`src/rtl/alu_pkg.sv`:
```
// rtl/alu_pkg.sv - shared opcode, buffer-state and width constants for the ALU result selector
package alu_pkg;

   localparam int ALU_WIDTH = 8;

   localparam logic [2:0] OP_0   = 3'd0;
   localparam logic [2:0] OP_1   = 3'd1;
   localparam logic [2:0] OP_2   = 3'd2;
   localparam logic [2:0] OP_3   = 3'd3;
   localparam logic [2:0] OP_4   = 3'd4;
   localparam logic [2:0] OP_5   = 3'd5;
   localparam logic [2:0] OP_6   = 3'd6;
   localparam logic [2:0] OP_7   = 3'd7;
   localparam logic [2:0] OP_AND = OP_3;

   typedef enum logic [1:0] {
      ST_EMPTY = 2'd0,
      ST_ONE   = 2'd1,
      ST_FULL  = 2'd2
   } buf_state_t;

endpackage

```
`src/rtl/alu_result_mux_if.sv`:
```
// rtl/alu_result_mux_if.sv - function-unit inputs plus upstream/downstream valid/ready bundle
interface alu_result_mux_if #(
   parameter int WIDTH = alu_pkg::ALU_WIDTH
);
   logic [WIDTH-1:0] bigMuxIn0;
   logic [WIDTH-1:0] bigMuxIn1;
   logic [WIDTH-1:0] bigMuxIn2;
   logic [WIDTH-1:0] bigMuxIn3;
   logic [WIDTH-1:0] bigMuxIn4;
   logic [WIDTH-1:0] bigMuxIn5;
   logic [WIDTH-1:0] bigMuxIn6;
   logic [WIDTH-1:0] bigMuxIn7;
   logic [2:0]       opSel;
   logic             inValid;
   logic             inReady;
   logic [WIDTH-1:0] aluOut;
   logic [2:0]       opOut;
   logic             zeroFlag;
   logic             parityFlag;
   logic             outValid;
   logic             outReady;

   modport master (
      output bigMuxIn0, bigMuxIn1, bigMuxIn2, bigMuxIn3,
      output bigMuxIn4, bigMuxIn5, bigMuxIn6, bigMuxIn7,
      output opSel, inValid, outReady,
      input  inReady, aluOut, opOut, zeroFlag, parityFlag, outValid
   );

   modport slave (
      input  bigMuxIn0, bigMuxIn1, bigMuxIn2, bigMuxIn3,
      input  bigMuxIn4, bigMuxIn5, bigMuxIn6, bigMuxIn7,
      input  opSel, inValid, outReady,
      output inReady, aluOut, opOut, zeroFlag, parityFlag, outValid
   );
endinterface

```
`src/rtl/alu_result_fifo.sv`:
```
// rtl/alu_result_fifo.sv - 2-entry FIFO with EMPTY/ONE/FULL occupancy FSM
module alu_result_fifo
   import alu_pkg::*;
#(
   parameter int PW = 12
) (
   input  logic          clk,
   input  logic          reset,
   input  logic          push_valid,
   output logic          push_ready,
   input  logic [PW-1:0] push_data,
   output logic          pop_valid,
   input  logic          pop_ready,
   output logic [PW-1:0] pop_data
);
   buf_state_t    state_q, state_d;
   logic [PW-1:0] head_q, head_d;
   logic [PW-1:0] tail_q, tail_d;
   logic          push, pop;

   // Ready/valid decode from registered state only, so outReady never reaches inReady.
   assign push_ready = (state_q != ST_FULL);
   assign pop_valid  = (state_q != ST_EMPTY);
   assign pop_data   = head_q;
   assign push       = push_valid && push_ready;
   assign pop        = pop_valid && pop_ready;

   always_ff @(posedge clk or posedge reset) begin
      if (reset) begin
         state_q <= ST_EMPTY;
         head_q  <= '0;
         tail_q  <= '0;
      end else begin
         state_q <= state_d;
         head_q  <= head_d;
         tail_q  <= tail_d;
      end
   end

   always_comb begin
      state_d = state_q;
      head_d  = head_q;
      tail_d  = tail_q;
      case (state_q)
         ST_EMPTY: begin
            if (push) begin
               head_d  = push_data;
               state_d = ST_ONE;
            end
         end
         ST_ONE: begin
            if (push && pop) begin
               head_d = push_data;
            end else if (push) begin
               tail_d  = push_data;
               state_d = ST_FULL;
            end else if (pop) begin
               state_d = ST_EMPTY;
            end
         end
         ST_FULL: begin
            if (pop) begin
               head_d  = tail_q;
               state_d = ST_ONE;
            end
         end
         default: state_d = ST_EMPTY;
      endcase
   end
endmodule

```
`src/rtl/alu_result_mux.sv`:
```
// rtl/alu_result_mux.sv - 8:1 function-unit select with zero flag into a 2-entry output buffer
// Optional ALU_PARITY_EN adds a per-entry parity flag; otherwise parityFlag is tied to 0.
module alu_result_mux
   import alu_pkg::*;
#(
   parameter int WIDTH = ALU_WIDTH
) (
   input  logic           clk,
   input  logic           reset,
   alu_result_mux_if.slave bus
);
`ifdef ALU_PARITY_EN
   localparam int FLAG_W = 2;
`else
   localparam int FLAG_W = 1;
`endif
   localparam int PW = WIDTH + 3 + FLAG_W;

   logic [WIDTH-1:0] sel_result;
   logic             sel_zero;
   logic [PW-1:0]    push_data;
   logic [PW-1:0]    head_data;

   always_comb begin
      sel_result = '0;
      case (bus.opSel)
         OP_0:    sel_result = bus.bigMuxIn0;
         OP_1:    sel_result = bus.bigMuxIn1;
         OP_2:    sel_result = bus.bigMuxIn2;
         OP_AND:  sel_result = bus.bigMuxIn3;
         OP_4:    sel_result = bus.bigMuxIn4;
         OP_5:    sel_result = bus.bigMuxIn5;
         OP_6:    sel_result = bus.bigMuxIn6;
         OP_7:    sel_result = bus.bigMuxIn7;
         default: sel_result = '0;
      endcase
   end

   assign sel_zero = (sel_result == '0);

   // Flags are frozen into the entry at accept time, not recomputed at the head.
`ifdef ALU_PARITY_EN
   assign push_data      = {bus.opSel, ^sel_result, sel_zero, sel_result};
   assign bus.parityFlag = head_data[WIDTH+1];
`else
   assign push_data      = {bus.opSel, sel_zero, sel_result};
   assign bus.parityFlag = 1'b0;
`endif

   assign bus.aluOut   = head_data[WIDTH-1:0];
   assign bus.zeroFlag = head_data[WIDTH];
   assign bus.opOut    = head_data[PW-1 -: 3];

   alu_result_fifo #(.PW(PW)) u_fifo (
      .clk        (clk),
      .reset      (reset),
      .push_valid (bus.inValid),
      .push_ready (bus.inReady),
      .push_data  (push_data),
      .pop_valid  (bus.outValid),
      .pop_ready  (bus.outReady),
      .pop_data   (head_data)
   );
endmodule

```
`src/flat_wrapper.sv`:
```
// flat-port wrapper written by rule: the top's interface ports become plain ports
module alu_result_mux_flat import alu_pkg::*;
#(
   parameter int WIDTH = ALU_WIDTH
)
  (clk, reset, bus_bigMuxIn0, bus_bigMuxIn1, bus_bigMuxIn2, bus_bigMuxIn3, bus_bigMuxIn4, bus_bigMuxIn5, bus_bigMuxIn6, bus_bigMuxIn7, bus_opSel, bus_inValid, bus_outReady, bus_inReady, bus_aluOut, bus_opOut, bus_zeroFlag, bus_parityFlag, bus_outValid);
  alu_result_mux_if #(.WIDTH(WIDTH)) bus_i ();
  input  logic clk;
  input  logic reset;
  input wire logic [$bits(bus_i.bigMuxIn0)-1:0] bus_bigMuxIn0;
  input wire logic [$bits(bus_i.bigMuxIn1)-1:0] bus_bigMuxIn1;
  input wire logic [$bits(bus_i.bigMuxIn2)-1:0] bus_bigMuxIn2;
  input wire logic [$bits(bus_i.bigMuxIn3)-1:0] bus_bigMuxIn3;
  input wire logic [$bits(bus_i.bigMuxIn4)-1:0] bus_bigMuxIn4;
  input wire logic [$bits(bus_i.bigMuxIn5)-1:0] bus_bigMuxIn5;
  input wire logic [$bits(bus_i.bigMuxIn6)-1:0] bus_bigMuxIn6;
  input wire logic [$bits(bus_i.bigMuxIn7)-1:0] bus_bigMuxIn7;
  input wire logic [$bits(bus_i.opSel)-1:0] bus_opSel;
  input wire logic [$bits(bus_i.inValid)-1:0] bus_inValid;
  input wire logic [$bits(bus_i.outReady)-1:0] bus_outReady;
  output wire logic [$bits(bus_i.inReady)-1:0] bus_inReady;
  output wire logic [$bits(bus_i.aluOut)-1:0] bus_aluOut;
  output wire logic [$bits(bus_i.opOut)-1:0] bus_opOut;
  output wire logic [$bits(bus_i.zeroFlag)-1:0] bus_zeroFlag;
  output wire logic [$bits(bus_i.parityFlag)-1:0] bus_parityFlag;
  output wire logic [$bits(bus_i.outValid)-1:0] bus_outValid;
  assign bus_i.bigMuxIn0 = bus_bigMuxIn0;
  assign bus_i.bigMuxIn1 = bus_bigMuxIn1;
  assign bus_i.bigMuxIn2 = bus_bigMuxIn2;
  assign bus_i.bigMuxIn3 = bus_bigMuxIn3;
  assign bus_i.bigMuxIn4 = bus_bigMuxIn4;
  assign bus_i.bigMuxIn5 = bus_bigMuxIn5;
  assign bus_i.bigMuxIn6 = bus_bigMuxIn6;
  assign bus_i.bigMuxIn7 = bus_bigMuxIn7;
  assign bus_i.opSel = bus_opSel;
  assign bus_i.inValid = bus_inValid;
  assign bus_i.outReady = bus_outReady;
  assign bus_inReady = bus_i.inReady;
  assign bus_aluOut = bus_i.aluOut;
  assign bus_opOut = bus_i.opOut;
  assign bus_zeroFlag = bus_i.zeroFlag;
  assign bus_parityFlag = bus_i.parityFlag;
  assign bus_outValid = bus_i.outValid;
  alu_result_mux #(.WIDTH(WIDTH)) u_core (.clk(clk), .reset(reset), .bus(bus_i));
endmodule
```
`config.mk`:
```
export PLATFORM = sky130hd
export DESIGN_NAME = alu_result_mux_flat
export DESIGN_NICKNAME = d
export VERILOG_FILES = /design/src/rtl/alu_pkg.sv /design/src/rtl/alu_result_mux_if.sv /design/src/rtl/alu_result_fifo.sv /design/src/rtl/alu_result_mux.sv /design/src/flat_wrapper.sv
export SDC_FILE = /design/constraint.sdc
export NUM_CORES = 1
export LEC_CHECK = 0
export ABC_AREA = 1
export CORE_MARGIN = 2
export CORE_UTILIZATION = 46
export CTS_BUF_LIST = sky130_fd_sc_hd__clkbuf_8
export DETAILED_ROUTE_END_ITERATION = 8
export PLACE_DENSITY_LB_ADDON = 0.12
export SLEW_MARGIN = 20
export SYNTH_ARGS = -nofsm -noshare
export SYNTH_HDL_FRONTEND = slang
export SYNTH_SLANG_ARGS = --single-unit
```
`constraint.sdc`:
```
create_clock -name clk -period 2.76 [get_ports clk]
set_input_delay 0.552 -clock clk [delete_from_list [all_inputs] [get_ports clk]]
set_output_delay 0.552 -clock clk [all_outputs]
set_load 0.1 [all_outputs]
```
======== After elaboration in Yosys (flattened, before gate mapping) ========
Index checks and enable logic that the tools add are counted.
operators by class
  equality and inequality tests ........... 15
  bitwise logic cells ..................... 1
  mux-type cells .......................... 11
  reductions and logical operators ........ 11
operators with widths
  cell                                                 number
  one-hot mux 8 bit (8 select lines)                   1
  two-way mux 12 bit                                   3
  one-hot mux 12 bit (3 select lines)                  1
  equality test 3 bit, second input constant           4
  two-way mux 2 bit                                    5
  inequality test 2 bit, second input constant         5
  zero test 8 bit                                      1
  AND reduction 4 bit                                  2
  equality test 3 x 2 -> 1 bit, second input constant  2
  one-hot mux 2 bit (3 select lines)                   1
  equality test 3 x 1 -> 1 bit, second input constant  1
  logical AND 1 bit                                    3
  zero test 3 bit                                      1
  inequality test 3 bit, second input constant         1
  AND reduction 3 bit                                  1
  nonzero test 3 bit                                   1
  equality test 2 x 1 -> 1 bit, second input constant  1
  equality test 2 bit, second input constant           1
  zero test 2 bit                                      1
  nonzero test 2 bit                                   1
  inverter 1 bit                                       1
word-level totals
  register bits after elaboration ......... 26
  logic and storage cells ................. 41
  input bits .............................. 71
  output and inout bits ................... 15

======== Depth between registers and ports, before layout ========
  word-level depth ........................ 6
  depth in mapped cells ................... 14
  gate-level depth less buffers ........... 12

======== Cells and area by module ========
A second synthesis with hierarchy kept.
unflattened totals
  cell total of the unflattened synthesis .. 308
  area total of the unflattened synthesis .. 1976.9 um2
modules (own cells, without submodules)
  module           cells each  area each (um2)  instances  seq. area each (um2)
  alu_result_fifo  162         1234.9           1          650.6
  alu_result_mux   146         742.0            1          0.0

======== Worst setup path before layout ========
No wires, ideal clock.
  path kind ............................... register to register
  start point ............................. register u_core.u_fifo.state_q[0]
  end point ............................... register u_core.u_fifo.head_q[8], in the netlist u_core.u_fifo.pop_data[8]
  path buffers ............................ 0
  stages on the path, launching flop included .. 7
  setup slack ............................. 755 ps
  clock period less this slack ............ 2005 ps
  arrival time ............................ 1886 ps
  library setup time ...................... 120 ps
  required time ........................... 2640 ps
  cells stage by stage .................... dfrtp_1 -> nor2_2 -> clkinv_1 -> nor2_1 -> nor2_1 -> nand2_1 -> nand2_1
on the way
  longest elaborated chain between the ends .. 5
  elaborated cells between the ends (all ways) .. 14
  those cells by class .................... eq/ne (6); mux (1); reduce/logical (7)
RTL lines
  item                               line                   text
  start: declaration                 alu_result_fifo.sv:16  buf_state_t state_q, state_d;
  start signal: assignment           alu_result_fifo.sv:34  state_q <= state_d;
  inequality test 2 bit (*)          alu_result_fifo.sv:22  assign push_ready = (state_q != ST_FULL);
  net bus_inReady                    flat_wrapper.sv:21     output wire logic [$bits(bus_i.inReady)-1:0] bus_inReady;
  logical AND 1 bit (*)              alu_result_fifo.sv:25  assign push = push_valid && push_ready;
  logical AND 1 bit                  alu_result_fifo.sv:52  if (push && pop) begin
  inequality test 2 bit (no line)    --
  AND reduction 4 bit (no line) (*)  --
  end signal: assignment             alu_result_fifo.sv:31  head_q <= '0;
  end signal: assignment             alu_result_fifo.sv:35  head_q <= head_d;
  end: declaration                   alu_result_fifo.sv:17  logic [PW-1:0] head_q, head_d;
The timed path passes the listed nets; every way through them passes the cells marked *.
A chain may end at the register's enable or synchronous reset.

======== Final worst setup path ========
  start point ............................. input bus_opSel[1]
  end point ............................... register u_core.u_fifo.head_q[8], in the netlist u_core.u_fifo.pop_data[8]
on the way
  longest elaborated chain between the ends .. 5
  elaborated cells between the ends (all ways) .. 13
  those cells by class .................... eq/ne (7); mux (4); reduce/logical (2)
RTL lines
  item                                               line                                          text
  start: declaration                                 flat_wrapper.sv:18                            input wire logic [$bits(bus_i.opSel)-1:0] bus_opSel;
  equality test 3 bit, or another cell as far along  alu_result_mux.sv:26                          case (bus.opSel)
  one-hot mux 8 bit (8 select lines) (*)             alu_result_mux.sv:26
  zero test 8 bit (*)                                alu_result_mux.sv:39                          assign sel_zero = (sel_result == '0);
  two-way mux 12 bit, on equally long branches       alu_result_fifo.sv:52, alu_result_fifo.sv:46
  one-hot mux 12 bit (3 select lines) (*)            alu_result_fifo.sv:44                         case (state_q)
Every way passes the cells marked *; elsewhere a longest branch is shown, timed or not. The select of a mux whose other input is x is not followed.

==> results.json <==
{
  "slowest_delay_ns": 0.65,
  "startpoint_type": "primary input",
  "synth_edf_count": 0,
  "clock_sinks": 26,
  "cts_setup_buffers": 0,
  "clock_latency_ns": 0.26,
  "yosysMostFrequentCell": "nand2_1",
  "max-slew-margin-rel_pct": 60.7,
  "overflow": 0,
  "routed_wl_um": 5370,
  "cts_buffers": 3,
  "fmax_mhz": 453,
  "portBuffers": 84,
  "synth_area_leader_cell": "dfrtp_1",
  "syn_area_sq_um": 1870,
  "end_kind": "register",
  "p_leak_uw": 0.00132,
  "crit_buf_inv": 2,
  "core_area_sq_um": 3940,
  "status": "finished clean",
  "max_slew.worst_pin.slew_ns": 0.589,
  "clockBufferDepth": 2,
  "clkTransAtPathRegs_ns": 0.08,
  "synth.distinct_cells": 23,
  "skew_ns": 0.00245,
  "synth_top_flop_cell": "dfrtp_1",
  "route.detailed.drc": 0,
  "synth.top_cell.area_share_pct": 34.8,
  "ant_nets": 0,
  "synthCells": 281,
  "post_cts_resized": 0,
  "final_nets": 427,
  "grt_pass1_wl_um": 8690,
  "synthTopCellsByArea": "dfrtp_1, nand2_1, nand4_1, nor2_1, o21ai_0",
  "cp.arrival_ns": 2.37,
  "r2r_slack_ns": 1.18,
  "area_growth_pct": 45.9,
  "worst_path_max_delay_cell": "clkdlybuf4s50_1",
  "drive_gt1_share_pct": 10.2,
  "antenna_found_initial": 0,
  "drt_iter0_drc": 135,
  "p_per_area_nw_per_um2": 636,
  "hold_buffers": 0,
  "vias_per_cell": 5.32,
  "period_minus_slack_ns": 2.21,
  "place.gp.congestion": 0.875,
  "start_util_pct": 47.4,
  "dr.pass1.iters": 4,
  "via_count": 2148,
  "grt_usage_pct": 24.7,
  "place_area_sq_um": 2690,
  "n_antenna_cell": 0,
  "cap_violations": 0,
  "required_ns": 2.92,
  "fin_hold_ws_ns": 0.491,
  "hold_viol": 0,
  "cts_root_buf": "clkbuf_8",
  "cp_top_family": "buffers and inverters",
  "drv_slew": 0,
  "row_count": 23,
  "io_pins": 86,
  "hold_class": "reg2reg",
  "crit_chain": "clkdlybuf4s50_1 -> buf_4 -> nand4_1 -> nand2_1 -> nor2_1 -> nand2_1 -> nand2_1 -> nand2_1 -> nor2_1 -> nand2_1 -> nand2_1 -> nand2_1 -> nand2_1",
  "fin_crit_sh_pct": 80.0,
  "peakVddDrop_uv": 410,
  "tns_ns": 0,
  "crit_path_frequent_cell": "nand2_1",
  "rsz0062_at_grt": "no",
  "synth_common_cells": "nand2_1, nand4_1, nor2_1, dfrtp_1, o21ai_0",
  "setup_viol": 0,
  "ys_warn_count": 0,
  "synth.ff_latch_count": 26,
  "grt_pass1_vias": 1946,
  "die_h_um": 67.7,
  "path_max_fanout": 30,
  "synth_area_per_cell_sq_um": 6.65,
  "stdcell_area_sq_um": 2730,
  "ys_async_sr_fraction_pct": 100,
  "cts_tree": "done",
  "routedWlPerCell_um": 13.3,
  "yosysSeqAreaShare_pct": 34.8,
  "dp_hpwl_um": 4070,
  "grt_max_degree": 31,
  "syn-num-nets": 352,
  "h-tree-depth": 1,
  "die_w_um": 67.7,
  "dieArea_sq_um": 4590,
  "critical_path_class": "in2reg"
}
cell type report:
type,instances,area [sq um]
clock buffer,3,41.3
fill,346,1210
inverter,13,48.8
multi-input combinational,221,1050
sequential,26,651
tap,50,62.6
timing repair buffer,91,871
power by group:
part           internal (uW)  switching [uW]
registers                502            69.2
clock network           97.6             109
logic                    268             689
stage by stage:
stage,instances,util (%),total power [uW],setup slack [ns]
2_1_floorplan,281,-,1260,0.755
3_3_place_gp,401,68.1,1520,0.304
3_5_place_dp,401,68.1,1530,0.295
4_1_cts,404,69.2,1740,0.569
5_1_grt,404,69.2,1840,0.399
6_report,404,69.2,1740,0.551
worst min-delay path, delay by kind of cell (launching register included):
kind / cells / cell delay (ns)
simple gates: 1 / 0.05
flops: 1 / 0.35
compound gates: 1 / 0.06
placed cells by master, fill, tap and decap left out:
cell type / n
nand2_1: 81
conb_1: 1
clkdlybuf4s50_1: 70
nor2_8: 1
or2_1: 1
inv_1: 9
nor2_2: 2
nor2_1: 35
clkbuf_8: 3
or2_2: 5
a31oi_1: 3
nand2_4: 1
o21ai_0: 19
a21oi_1: 11
clkinv_1: 1
dfrtp_1: 26
nand4_1: 45
inv_2: 3
or2_0: 2
buf_4: 20
nand3_1: 11
o21ai_1: 3
buf_12: 1
state kept, by name, indices dropped and copies added, names as in the netlist:
name,cells
u_core.u_fifo.state_q,2
u_core.u_fifo.tail_q,12
u_core.u_fifo.pop_data,12
final timing paths:
path                                            from                         to  cells after the start
max                                     bus_opSel[1]  u_core.u_fifo.pop_data[8]                     13
min                        u_core.u_fifo.pop_data[7]  u_core.u_fifo.pop_data[7]                      2
max reg2reg                 u_core.u_fifo.state_q[1]  u_core.u_fifo.pop_data[2]                      6
min reg2reg                u_core.u_fifo.pop_data[7]  u_core.u_fifo.pop_data[7]                      2
max in group asynchronous                      reset  u_core.u_fifo.pop_data[9]                      3
min in group asynchronous                      reset  u_core.u_fifo.pop_data[3]                      3
routing by layer:
metal  track usage (%)  share of wire (%)  up-vias  wire (um)
li1                  -                  -     1099          -
met1              32.4                 44      961       2370
met2              42.0                 49       80       2620
met3              4.33                5.5        8        294
met4              6.12                1.5        0         82
met5                 0                  0        -          0
logic make-up after synthesis:
kind of cell | count (synthesis) | share of synthesized area (%)
other | 1 | 0.201
AO/OA/AOI/OAI | 36 | 9.84
AND/OR/NAND/NOR | 184 | 46.3
flip-flops | 26 | 34.8
buffers and inverters | 34 | 8.83
Note: power is estimated with default switching activity, not from simulation.
